`src/rtl/updown_mod_counter_if.sv`:
```
// Control/status bundle for updown_mod_counter; master drives the controls, slave is the counter.
interface updown_mod_counter_if #(
    parameter int WIDTH = 4
);
    logic             clr;
    logic             load;
    logic [WIDTH-1:0] load_val;
    logic             en;
    logic             up;
    logic             sat_mode;
    logic [WIDTH-1:0] count;
    logic             tc;
    logic             ovf;

    modport master (
        output clr, load, load_val, en, up, sat_mode,
        input  count, tc, ovf
    );

    modport slave (
        input  clr, load, load_val, en, up, sat_mode,
        output count, tc, ovf
    );
endinterface

```
`src/rtl/updown_mod_counter.sv`:
```
// Up/down modulo counter with clear, clamped load, wrap/saturate mode, tc strobe and ovf flag.
// Define UPDOWN_COUNTER_OVF_STICKY_EN to make ovf sticky until clr/reset (default: 1-cycle pulse).
module updown_mod_counter #(
    parameter int               WIDTH   = 4,
    parameter logic [WIDTH-1:0] MAX_VAL = {WIDTH{1'b1}}
) (
    input  logic                 clk,
    input  logic                 rst_n,
    updown_mod_counter_if.slave  bus
);

    logic [WIDTH-1:0] count_q, count_nxt;
    logic             ovf_q, ovf_nxt;
    logic             at_bound;
    logic             boundary;

    // Bound depends on direction; with MAX_VAL=0 both bounds hold, so every enabled cycle hits one.
    assign at_bound = bus.up ? (count_q == MAX_VAL) : (count_q == '0);
    assign boundary = bus.en & ~bus.clr & ~bus.load & at_bound;

    always_comb begin
        count_nxt = count_q;
`ifdef UPDOWN_COUNTER_OVF_STICKY_EN
        ovf_nxt   = ovf_q;
`else
        ovf_nxt   = 1'b0;
`endif
        if (bus.clr) begin
            count_nxt = '0;
            ovf_nxt   = 1'b0;
        end else if (bus.load) begin
            count_nxt = (bus.load_val > MAX_VAL) ? MAX_VAL : bus.load_val;
        end else if (bus.en) begin
            if (boundary) begin
                ovf_nxt = 1'b1;
                if (!bus.sat_mode)
                    count_nxt = bus.up ? '0 : MAX_VAL;
            end else begin
                count_nxt = bus.up ? count_q + 1'b1 : count_q - 1'b1;
            end
        end
    end

    always_ff @(posedge clk or negedge rst_n) begin
        if (!rst_n) begin
            count_q <= '0;
            ovf_q   <= 1'b0;
        end else begin
            count_q <= count_nxt;
            ovf_q   <= ovf_nxt;
        end
    end

    assign bus.count = count_q;
    assign bus.ovf   = ovf_q;
    assign bus.tc    = boundary;

endmodule

```
`src/flat_wrapper.sv`:
```
// flat-port wrapper written by rule: the top's interface ports become plain ports
module updown_mod_counter_flat 
#(
    parameter int               WIDTH   = 4,
    parameter logic [WIDTH-1:0] MAX_VAL = {WIDTH{1'b1}}
)
  (clk, rst_n, bus_clr, bus_load, bus_load_val, bus_en, bus_up, bus_sat_mode, bus_count, bus_tc, bus_ovf);
  updown_mod_counter_if #(.WIDTH(WIDTH)) bus_i ();
  input  logic clk;
  input  logic rst_n;
  input wire logic [$bits(bus_i.clr)-1:0] bus_clr;
  input wire logic [$bits(bus_i.load)-1:0] bus_load;
  input wire logic [$bits(bus_i.load_val)-1:0] bus_load_val;
  input wire logic [$bits(bus_i.en)-1:0] bus_en;
  input wire logic [$bits(bus_i.up)-1:0] bus_up;
  input wire logic [$bits(bus_i.sat_mode)-1:0] bus_sat_mode;
  output wire logic [$bits(bus_i.count)-1:0] bus_count;
  output wire logic [$bits(bus_i.tc)-1:0] bus_tc;
  output wire logic [$bits(bus_i.ovf)-1:0] bus_ovf;
  assign bus_i.clr = bus_clr;
  assign bus_i.load = bus_load;
  assign bus_i.load_val = bus_load_val;
  assign bus_i.en = bus_en;
  assign bus_i.up = bus_up;
  assign bus_i.sat_mode = bus_sat_mode;
  assign bus_count = bus_i.count;
  assign bus_tc = bus_i.tc;
  assign bus_ovf = bus_i.ovf;
  updown_mod_counter #(.WIDTH(WIDTH), .MAX_VAL(MAX_VAL)) u_core (.clk(clk), .rst_n(rst_n), .bus(bus_i));
endmodule
```
`config.mk`:
```
export PLATFORM = sky130hd
export DESIGN_NAME = updown_mod_counter_flat
export DESIGN_NICKNAME = d
export VERILOG_FILES = /design/src/rtl/updown_mod_counter_if.sv /design/src/rtl/updown_mod_counter.sv /design/src/flat_wrapper.sv
export SDC_FILE = /design/constraint.sdc
export NUM_CORES = 1
export LEC_CHECK = 0
export BUFFER_PORTS_ARGS = -buffer_cell sky130_fd_sc_hd__buf_2
export CORE_AREA = 8 8 45 47
export CTS_BUF_LIST = sky130_fd_sc_hd__clkbuf_8 sky130_fd_sc_hd__clkbuf_16
export CTS_CLUSTER_DIAMETER = 40
export DETAILED_ROUTE_END_ITERATION = 10
export DIE_AREA = 0 0 53 55
export GPL_ROUTABILITY_DRIVEN = 0
export SKIP_LAST_GASP = 1
export SYNTH_ARGS = -nofsm -noshare
export SYNTH_HDL_FRONTEND = slang
export SYNTH_SLANG_ARGS = --single-unit
```
`constraint.sdc`:
```
create_clock -name clk -period 3.5 [get_ports clk]
set_clock_uncertainty 0.2 [all_clocks]
set_input_delay 0.35 -clock clk [delete_from_list [all_inputs] [get_ports clk]]
set_output_delay 0.35 -clock clk [all_outputs]
set_load 0.01 [all_outputs]
```
==> metrics.md, run 1 <==
| Metric | Value |
|---|---|
| Status | `finished, final reports clean` |
| Top layer in use | `met3` |
| Post-Synthesis Cells | `56` |
| Total die area | `0.00292 mm2` |
| Clock tree from TritonCTS | `done` |
| H-tree depth | `1` |
| Worst-case clock buffer depth | `2` |
| Most used flip-flop cell after synthesis | `dfrtp_1` |
| Root Buffer Master | `clkbuf_8` |
| Fillers | `154` |
| Reg area | `125 um2` |
| EDFF count, synth | `0` |
| Later-pin clock latency in the skew report | `220 ps` |
| Initial Util | `35.0%` |
| Drt total wl | `1.19 mm` |
| Setup CP Type | `reg2out` |
| WHS | `194 ps` |
| Clock sink count | `5` |
| CP Max Fanout | `6` |
| Vias per cell | `5.32` |
| Startpoint Class | `flip-flop` |
| Post-synth net total | `70` |
| Area grow syn2layout | `30.2%` |
| Synthesized area | `484 um2` |
| Share of cells above drive strength 1 | `32.0%` |
| Site Rows | `14` |
| Final Max Slew Viols | `0` |
| Largest net degree at the start of global routing | `12` |
| Worst slew pin tran | `363 ps` |
| Routed via count | `484` |
| Post-route minimum period | `2420 ps` |
| Asr flop ratio synth | `100%` |
| Starting DRT DRC Count | `8` |
| M1 wire length | `586 um` |
| TNS Setup | `0 ps` |
| Gr ovfl total | `0` |
| Element type at the critical path end | `output port` |
| Final period util | `69.1%` |
| Critical Path RT | `2950 ps` |
| Final #Nets | `90` |
| Ant diodes | `0` |
| First-pass GRT wire length | `2.03 mm` |
| Routed wire per std cell | `13.1 um` |
| Critical path arrival | `1870 ps` |
| Die Y | `55 um` |
| Met3 WL post-DR | `24 um` |
| Netlist cell types | `35` |
| Seq cells post-synth | `5` |
| Area of the multi-input gates | `332 um2` |
| Syn Area/Cell | `8.65 um2` |
| DRC Markers | `0` |
| Leak pwr | `0.303 nW` |
| HPWL after DPL | `967 um` |
| Hold Crit Class | `in2reg` |
| Yosys warns | `0` |
| Hold Vio Cnt, Final | `0` |
| VDD IR max | `99.1 uV` |
| Drt first pass iters | `3` |
| Final setup fails | `0` |
| Vias in the first global route | `490` |
| Met2 wire length | `580 um` |
| Synth area leader | `dfrtp_1` |
| Synth top area share | `25.8%` |
| Core area | `0.00138 mm2` |
| IO Count | `17` |
| Unrepaired setup endpoints after global routing | `no` |
| CTS Buf Count | `3` |
| I/O Buffers | `16` |
| Slew Limit Headroom | `75.6%` |
| Chip width | `53 um` |
| Final ANT Viol Nets | `0` |
| Total of max-cap violations | `0` |
| Antenna violations before repair | `0` |
| Cell Pwr Density | `388 mW/mm2` |
| Worst-path clk slew | `30 ps` |
| Fmax | `414 MHz` |
| Total Power | `245 uW` |
| GRT Overall Usage | `9.49%` |
| Synth area leaders | `dfrtp_1 26%, ha_1 5.2%, fa_1 4.1%` |
| Sequential area share after synthesis | `25.8%` |
cells in the final DEF (no fill, tap or decap), drive strengths merged, types with 2 or more instances in the layout:
| cell | Yosys | routed |
|---|---|---|
| dfrtp | 5 | 5 |
| nand2b | 2 | 2 |
| o21ai | 3 | 3 |
| clkbuf | 0 | 3 |
| buf | 2 | 16 |
| nand3 | 2 | 2 |
| xnor2 | 2 | 2 |
| inv | 5 | 6 |
| mux2i | 2 | 2 |
| ha | 2 | 2 |
| a211oi | 2 | 2 |
| a21oi | 3 | 3 |
| nor2 | 5 | 5 |
| nor3 | 2 | 2 |
routing by layer:
metal | up-vias | track usage, %
met2 | 7 | 14.6
li1 | 248 | -
met1 | 229 | 11.7
met3 | 0 | 1.87
met5 | - | 0
met4 | 0 | 6.47
synth_stat cells, drive strengths merged (2+ instances only):
cell    n
buf     2
nor2    5
nor3    2
ha      2
a21oi   3
inv     5
a211oi  2
nand3   2
dfrtp   5
o21ai   3
xnor2   2
nand2b  2
mux2i   2
path summary, 6_finish.rpt:
path	start	end	slack (ps)	cells after the start
worst min register to register	u_core.bus.count[2]	u_core.bus.count[2]	430	2
worst min-delay path	bus_clr	u_core.bus.count[0]	190	2
worst max register to register	u_core.bus.count[2]	u_core.bus.count[3]	1350	6
max in group asynchronous	rst_n	u_core.bus.count[0]	2700	2
min in group asynchronous	rst_n	u_core.bus.count[3]	270	2
worst max-delay path	u_core.bus.count[0]	bus_tc	1080	5
area by class of cell:
cell class / count / share of cell area, %
Clock buffer: 3 / 6.55
Clock inverter: 1 / 0.595
Inverter: 5 / 2.98
Multi-Input combinational cell: 44 / 52.6
Sequential cell: 5 / 19.8
Tap cell: 16 / 3.17
Timing Repair Buffer: 17 / 14.3
per-stage QoR:
| step | utilization (%) | setup WS [ps] | area [um2] | cells |
|---|---|---|---|---|
| after floorplan | - | 1280 | 484 | 56 |
| after global placement | 41.6 | 1170 | 576 | 86 |
| after detailed placement | 41.6 | 1130 | 576 | 86 |
| after CTS | 45.6 | 1090 | 631 | 91 |
| after global routing | 45.6 | 1000 | 631 | 91 |
| final | 45.6 | 1080 | 631 | 91 |
logic make-up (layout without fill, tap and decap cells):
family	count (synthesis)	after routing	share of synthesized area, %
buffers and inverters	7	26	5.68
multiplexers	3	3	6.46
adder cells (fa/ha/maj)	3	3	9.30
AND/OR/NAND/NOR	19	19	24.3
flip-flops	5	5	25.8
AO/OA/AOI/OAI	17	17	24.8
XOR/XNOR	2	2	3.62
worst max-delay path, cell delays in order, from the launching register on:
cell and delay [ps]:
dfrtp_1 450, or4_4 590, nor2_4 120, o21ai_0 160
nor3_1 170, buf_2 160
power breakdown:
group | internal (mW) | leakage, nW | switching (mW)
clock network | 0.0749 | 0.0269 | 0.0255
logic | 0.0356 | 0.210 | 0.0374
registers | 0.0629 | 0.0657 | 0.00848
total | 0.173 | 0.303 | 0.0714
state kept, by name, summed over array words and instances (netlist names):
register and count:
u_core.bus.count 4, u_core.bus.ovf 1
timing repair:
action / 4_1_cts / 5_1_grt
buffers inserted: 0 / 0
hold endpoints to repair: 5 / 0
hold buffers: 1 / 0
resized for setup: 0 / 0
No activity file was read; power rests on OpenSTA's default activity.
==> run 2: changes to the inputs <==
clock period = 2.4 ns   (was 3.5 ns; I/O delays follow)
==> run 2 against run 1 <==
Effect of this change:
- sequential cell count unchanged
- final area increased by 1.2%
- first-iteration DRC count decreased by 25%
- global-route usage increased by 1.2 points
- clock-buffer cell count unchanged
- worst hold slack got worse by 120 ps
- via count increased by 3.5%
==> metrics.md, run 2 (synthesis gave the netlist of run 1 again) <==
| Metric | Value |
|---|---|
| Status | `finished, final reports clean` |
| Final #Nets | `91 (+1.1%)` |
| TNS Setup | `0 ps (unchanged)` |
| Vias per cell | `5.45 (+2.4%)` |
| Critical path arrival | `1850 ps (-20 ps)` |
| Final ANT Viol Nets | `0 (unchanged)` |
| Gr ovfl total | `0 (unchanged)` |
| Cell Pwr Density | `573 mW/mm2 (+48%)` |
| Pint | `255 uW (+47%)` |
| Hold endpoint | `u_core.bus.count[0]` |
| Startpoint Class | `flip-flop` |
| Unrepaired setup endpoints after global routing | `no` |
| Starting DRT DRC Count | `6 (-2)` |
| Total die area | `0.00292 mm2 (unchanged)` |
| Site Rows | `14 (unchanged)` |
| Hold Crit Class | `in2reg` |
| Max FFs per register | `4 (unchanged)` |
| HPWL after DPL | `1.02 mm (+6.0%)` |
| R2r worst-path depth | `6 (unchanged)` |
| Hold Vio Cnt, Final | `0 (unchanged)` |
| Final setup fails | `0 (unchanged)` |
| Hold wc startpoint | `bus_clr` |
| Area of the multi-input gates | `332 um2 (unchanged)` |
| Worst R2R Start | `u_core.bus.count[2]` |
| CP Max Fanout | `6 (unchanged)` |
| Drt first pass iters | `4 (+1)` |
| Hold path depth | `2 (unchanged)` |
| Leak pwr | `0.308 nW (+1.7%)` |
| Final setup margin | `106 ps (-976 ps)` |
| Element type at the critical path end | `output port` |
| Critical Path RT | `1960 ps (-990 ps)` |
| Ant diodes | `0 (unchanged)` |
| Chip width | `53 um (unchanged)` |
| IO Count | `17 (unchanged)` |
| GRT Overall Usage | `10.6% (+1.2 points)` |
| Reg-to-reg slack, setup | `210 ps (-1140 ps)` |
| Fillers | `141 (-8.4%)` |
| DRC Markers | `0 (unchanged)` |
| Routed via count | `501 (+3.5%)` |
| Fmax | `436 MHz` |
| Post-route minimum period | `2290 ps` |
| Core area | `0.00138 mm2 (unchanged)` |
| Clk pwr share | `41.2% (+0.2 points)` |
| Worst-path clk slew | `40 ps (about the same)` |
| Vias in the first global route | `501 (+2.2%)` |
| Switching Fraction | `30.2% (+1.1 points)` |
| Reg area | `125 um2 (unchanged)` |
| Final Max Slew Viols | `0 (unchanged)` |
| Clock tree from TritonCTS | `done` |
| Slew Limit Headroom | `74.0% (-1.6 points)` |
| Routed wire per std cell | `14.1 um (+7.4%)` |
| Antenna violations before repair | `0 (unchanged)` |
| Later-pin clock latency in the skew report | `220 ps (about the same)` |
| H-tree depth | `1 (unchanged)` |
| Setup CP Type | `reg2out` |
| Crit Reg-Reg Endpoint | `u_core.bus.count[3]` |
| Largest net degree at the start of global routing | `12 (unchanged)` |
| Setup Buffers After CTS | `0 (unchanged)` |
| Share of cells above drive strength 1 | `32.9% (+0.89 points)` |
| Sequential power share | `28.3% (-0.9 points)` |
| Total of max-cap violations | `0 (unchanged)` |
| Cts hold-fix bufs | `1 (unchanged)` |
| Drt total wl | `1.29 mm (+8.6%)` |
| Clock sink count | `5 (unchanged)` |
| Commonest non-fill, non-tap cell in the layout | `buf_2` |
| I/O Buffers | `16 (unchanged)` |
| Area grow syn2layout | `31.8%` |
| Switch Pwr | `110 uW (+55%)` |
| Worst-case clock buffer depth | `2 (unchanged)` |
| CTS Buf Count | `3 (unchanged)` |
| Die Y | `55 um (unchanged)` |
| Worst slew pin tran | `380 ps (+17.6 ps)` |
| Resized cells post-CTS | `0 (unchanged)` |
| Gate power share | `30.5% (+0.7 points)` |
| Commonest non-fill, non-tap cells in the layout | `16 x buf_2, 6 x inv_1, 5 x dfrtp_1, 4 x nor2_1` |
| Final period util | `95.6%` |
| Pre-CTS setup slack | `108 ps (-1020 ps)` |
| Root Buffer Master | `clkbuf_8` |
| First-pass GRT wire length | `2.23 mm (+9.9%)` |
| Initial Util | `35.0% (unchanged)` |
| VDD IR max | `187 uV (+89%)` |
run 2: changes by cell type in the layout (fill, tap and decap cells not counted):
| cell | before | now |
|---|---|---|
| buf_4 | 0 | 1 |
run 2: worst max path at each step:
stage / start / endpoint / slack (ps) / depth (start not counted)
5_1_grt: u_core.bus.count[1] / bus_tc / 7 / 5
2_1_floorplan: bus_up / u_core.bus.count[3] / 290 / 8
6_report: u_core.bus.count[1] / bus_tc / 110 / 5
3_3_place_gp: bus_up / u_core.bus.count[3] / 180 / 8
4_1_cts: u_core.bus.count[1] / bus_tc / 110 / 5
3_5_place_dp: bus_up / u_core.bus.count[3] / 110 / 8
run 2: through the flow:
step	std cells	hold slack, ps	power, mW	area, um2	utilization, %
2_1_floorplan	56	-256	0.176	484	-
4_1_cts	92	67.7	0.369	638	46.1
6_report	92	71.4	0.365	638	46.1
3_3_place_gp	87	-145	0.214	583	42.1
5_1_grt	92	87.8	0.388	638	46.1
3_5_place_dp	87	-143	0.215	583	42.1
run 2: cell type report:
class | instances | share of cell area [%]
Timing Repair Buffer | 18 | 15.3
Clock inverter | 1 | 0.588
Multi-Input combinational cell | 44 | 52.0
Tap cell | 16 | 3.14
Clock buffer | 3 | 6.47
Sequential cell | 5 | 19.6
Inverter | 5 | 2.94
run 2: worst max-delay path: stages (launching register included):
cell and delay (ps):
dfrtp_1 450, or4_4 580, nor2_4 120, o21ai_0 170, nor3_1 160, buf_2 160
run 2: metal layers:
metal / up-vias / global-route usage, % / wire, um / part of all wire, %
met4: 0 / 9.91 / 51 / 3.9
met1: 229 / 12.3 / 556 / 43
met3: 6 / 2.67 / 54 / 4.2
met2: 15 / 15.8 / 630 / 49
met5: - / 0 / 0 / 0
li1: 251 / - / - / -
run 2: power by group through the flow:
stage          clock network, mW  logic (mW)  registers (mW)
2_1_floorplan                  0      0.0716           0.105
3_3_place_gp                   0       0.109           0.104
3_5_place_dp                   0       0.111           0.104
4_1_cts                    0.154       0.112           0.103
5_1_grt                    0.159       0.124           0.104
6_report                   0.151       0.112           0.103
==> run 3: changes to the inputs <==
ABC_CLOCK_PERIOD_IN_PS = 2400   (was not set)
BUFFER_PORTS_ARGS = -buffer_cell sky130_fd_sc_hd__buf_4   (was -buffer_cell sky130_fd_sc_hd__buf_2)
==> run 3 against run 2 <==
Effect of this change:
- cell count stayed put
- clock power hardly changed
- final area is 6.5% higher
- register-to-register slack better by 80 ps
- routed wire length is 0.15% higher
- critical path depth stayed put
- first-iteration DRC count is 67% higher
- via count is 2.0% lower
- sequential share of layout area is 1.0 points lower
- setup slack better by 39 ps
- die area stayed put
- maximum frequency is 1.7% higher
- critical endpoint unchanged
==> metrics.md, run 3 (synthesis gave the netlist of run 1 again) <==
| Metric | Value |
|---|---|
| Status | `finished, final reports clean` |
| Vias in the first global route | `513 (+2.4%)` |
| Routed via count | `491 (-2.0%)` |
| Commonest non-fill, non-tap cells in the layout | `17 x buf_4, 6 x inv_1, 4 x nor2_1, 4 x dfrtp_1, 3 x clkbuf_8` |
| CP top delay family | `simple AND/OR/NAND/NOR gates` |
| Later-pin clock latency in the skew report | `220 ps (about the same)` |
| Design Area, Final | `679 um2 (+6.5%)` |
| Worst slew pin tran | `369 ps (-11.6 ps)` |
| Final #Nets | `91 (unchanged)` |
| Area grow syn2layout | `40.3%` |
| Sequential power share | `27.7% (-0.6 points)` |
| Routed wire per std cell | `14.1 um (+0.15%)` |
| First-pass GRT wire length | `2.33 mm (+4.4%)` |
| Hold wc startpoint | `bus_clr` |
| Clock tree from TritonCTS | `done` |
| Pint | `265 uW (+3.7%)` |
| Hold path depth | `2 (unchanged)` |
| Setup CP Type | `reg2out` |
| Final Max Slew Viols | `0 (unchanged)` |
| Worst-path clk slew | `30 ps (about the same)` |
| Hold Crit Class | `in2reg` |
| Unrepaired setup endpoints after global routing | `no` |
| R2r worst-path depth | `6 (unchanged)` |
| Critical Path RT | `1960 ps (about the same)` |
| Total of max-cap violations | `0 (unchanged)` |
| Util after Layout | `49.1% (+3.0 points)` |
| Critical path arrival | `1810 ps (-40 ps)` |
| Gate power share | `32.6% (+2.1 points)` |
| DRC Markers | `0 (unchanged)` |
| Crit path buf inv count | `1 (unchanged)` |
| IO Count | `17 (unchanged)` |
| Fmax | `444 MHz (+1.7%)` |
| Chip width | `53 um (unchanged)` |
| Post-route minimum period | `2250 ps (-39.3 ps)` |
| Hold endpoint | `u_core.bus.count[0]` |
| Gr ovfl total | `0 (unchanged)` |
| Final period util | `93.9% (-1.6 points)` |
| Startpoint Class | `flip-flop` |
| Ant diodes | `0 (unchanged)` |
| Total Power | `373 uW (+2.0%)` |
| Crit Reg-Reg Endpoint | `u_core.bus.count[3]` |
| Final setup margin | `146 ps (+39.3 ps)` |
| Clk pwr share | `39.6% (-1.6 points)` |
| Total die area | `0.00292 mm2 (unchanged)` |
| TNS Setup | `0 ps (unchanged)` |
| Pre-CTS setup slack | `209 ps (+101 ps)` |
| Die Y | `55 um (unchanged)` |
| Hold Vio Cnt, Final | `0 (unchanged)` |
| Final ANT Viol Nets | `0 (unchanged)` |
| Switching Fraction | `29.0% (-1.2 points)` |
| Setup Buffers After CTS | `0 (unchanged)` |
| Starting DRT DRC Count | `10 (+4)` |
| Final setup fails | `0 (unchanged)` |
| Core area | `0.00138 mm2 (unchanged)` |
| GRT Overall Usage | `10.7% (about the same)` |
| Slowest CP cell | `or4_4` |
| Worst-case clock buffer depth | `2 (unchanged)` |
| Drt total wl | `1.30 mm (+0.15%)` |
| Vias per cell | `5.34 (-2.0%)` |
| Worst R2R Start | `u_core.bus.count[2]` |
| Initial Util | `35.0% (unchanged)` |
| VDD IR max | `171 uV (-8.5%)` |
| Leak pwr | `0.316 nW (+2.8%)` |
| Max FFs per register | `4 (unchanged)` |
| Drt first pass iters | `4 (unchanged)` |
| Reg-to-reg slack, setup | `290 ps (+80 ps)` |
| Antenna violations before repair | `0 (unchanged)` |
| H-tree depth | `1 (unchanged)` |
| Switch Pwr | `108 uW (-2.0%)` |
| Crit-path max cell delay | `580 ps (about the same)` |
| CP Max Fanout | `6 (unchanged)` |
| HPWL after DPL | `994 um (-3.0%)` |
| Commonest non-fill, non-tap cell in the layout | `buf_4` |
| Share of cells above drive strength 1 | `34.2% (+1.3 points)` |
| Clock sink count | `5 (unchanged)` |
| Largest net degree at the start of global routing | `12 (unchanged)` |
| Cell Pwr Density | `549 mW/mm2 (-4.2%)` |
| Root Buffer Master | `clkbuf_8` |
| CP Cell Sequence | `or4_4 > nor2_4 > o21ai_1 > nor3_1 > buf_4` |
| CTS Buf Count | `3 (unchanged)` |
| Element type at the critical path end | `output port` |
| I/O Buffers | `16 (unchanged)` |
| Site Rows | `14 (unchanged)` |
| Placed inst area | `623 um2 (+6.9%)` |
| Slew Limit Headroom | `74.8% (+0.80 points)` |
run 3: cell counts in the layout (fill, tap and decap cells not counted):
No cell type changed its count.
run 3: power by group through the flow:
stage               Clock (mW)  Sequential, mW  Combinational (mW)
finish                   0.148           0.103               0.122
global route             0.158           0.105               0.136
CTS                      0.151           0.103               0.122
detailed placement           0           0.104               0.120
global placement             0           0.104               0.119
floorplan                    0           0.105              0.0716
run 3: metrics by stage:
| step | hold WS (ps) | std cells |
|---|---|---|
| 2_1_floorplan | -256 | 56 |
| 3_3_place_gp | -158 | 87 |
| 3_5_place_dp | -156 | 87 |
| 5_1_grt | 57.0 | 92 |
| 4_1_cts | 37.7 | 92 |
| 6_report | 37.9 | 92 |
run 3: layout make-up:
cell class / instances / area (um2)
multi-input combinational: 44 / 332
clock inverter: 1 / 3.75
tap: 16 / 20.0
timing repair buffer: 18 / 138
sequential: 5 / 126
fill: 145 / 704
inverter: 5 / 18.8
clock buffer: 3 / 41.3
run 3: worst max path at each step:
stage	startpoint	to	depth (start not counted)
finish	u_core.bus.count[1]	bus_tc	5
global route	u_core.bus.count[0]	bus_tc	5
CTS	u_core.bus.count[0]	bus_tc	5
detailed placement	bus_up	u_core.bus.count[3]	8
global placement	bus_up	u_core.bus.count[3]	8
floorplan	bus_up	u_core.bus.count[3]	8
run 3: worst reg2reg max path, cell delays in order (launching register included):
cell and delay (ps):
dfrtp_1 380, ha_1 350, a21oi_1 190, a22oi_1 100
or3_1 350, mux2_1 300, o2bb2ai_1 120
run 3: layer usage:
| metal | GRT usage (%) | wire length, um | vias up |
|---|---|---|---|
| met5 | 0 | 0 | - |
| met4 | 5.17 | 0 | 0 |
| met3 | 2.94 | 52 | 0 |
| met2 | 16.8 | 653 | 7 |
| met1 | 13.1 | 589 | 238 |
| li1 | - | - | 246 |
run 3: repair_timing:
action	in CTS	in global routing
hold buffers	1	0
endpoints found under the setup margin	0	1
endpoints found under the hold margin	5	0
resized for setup	0	2
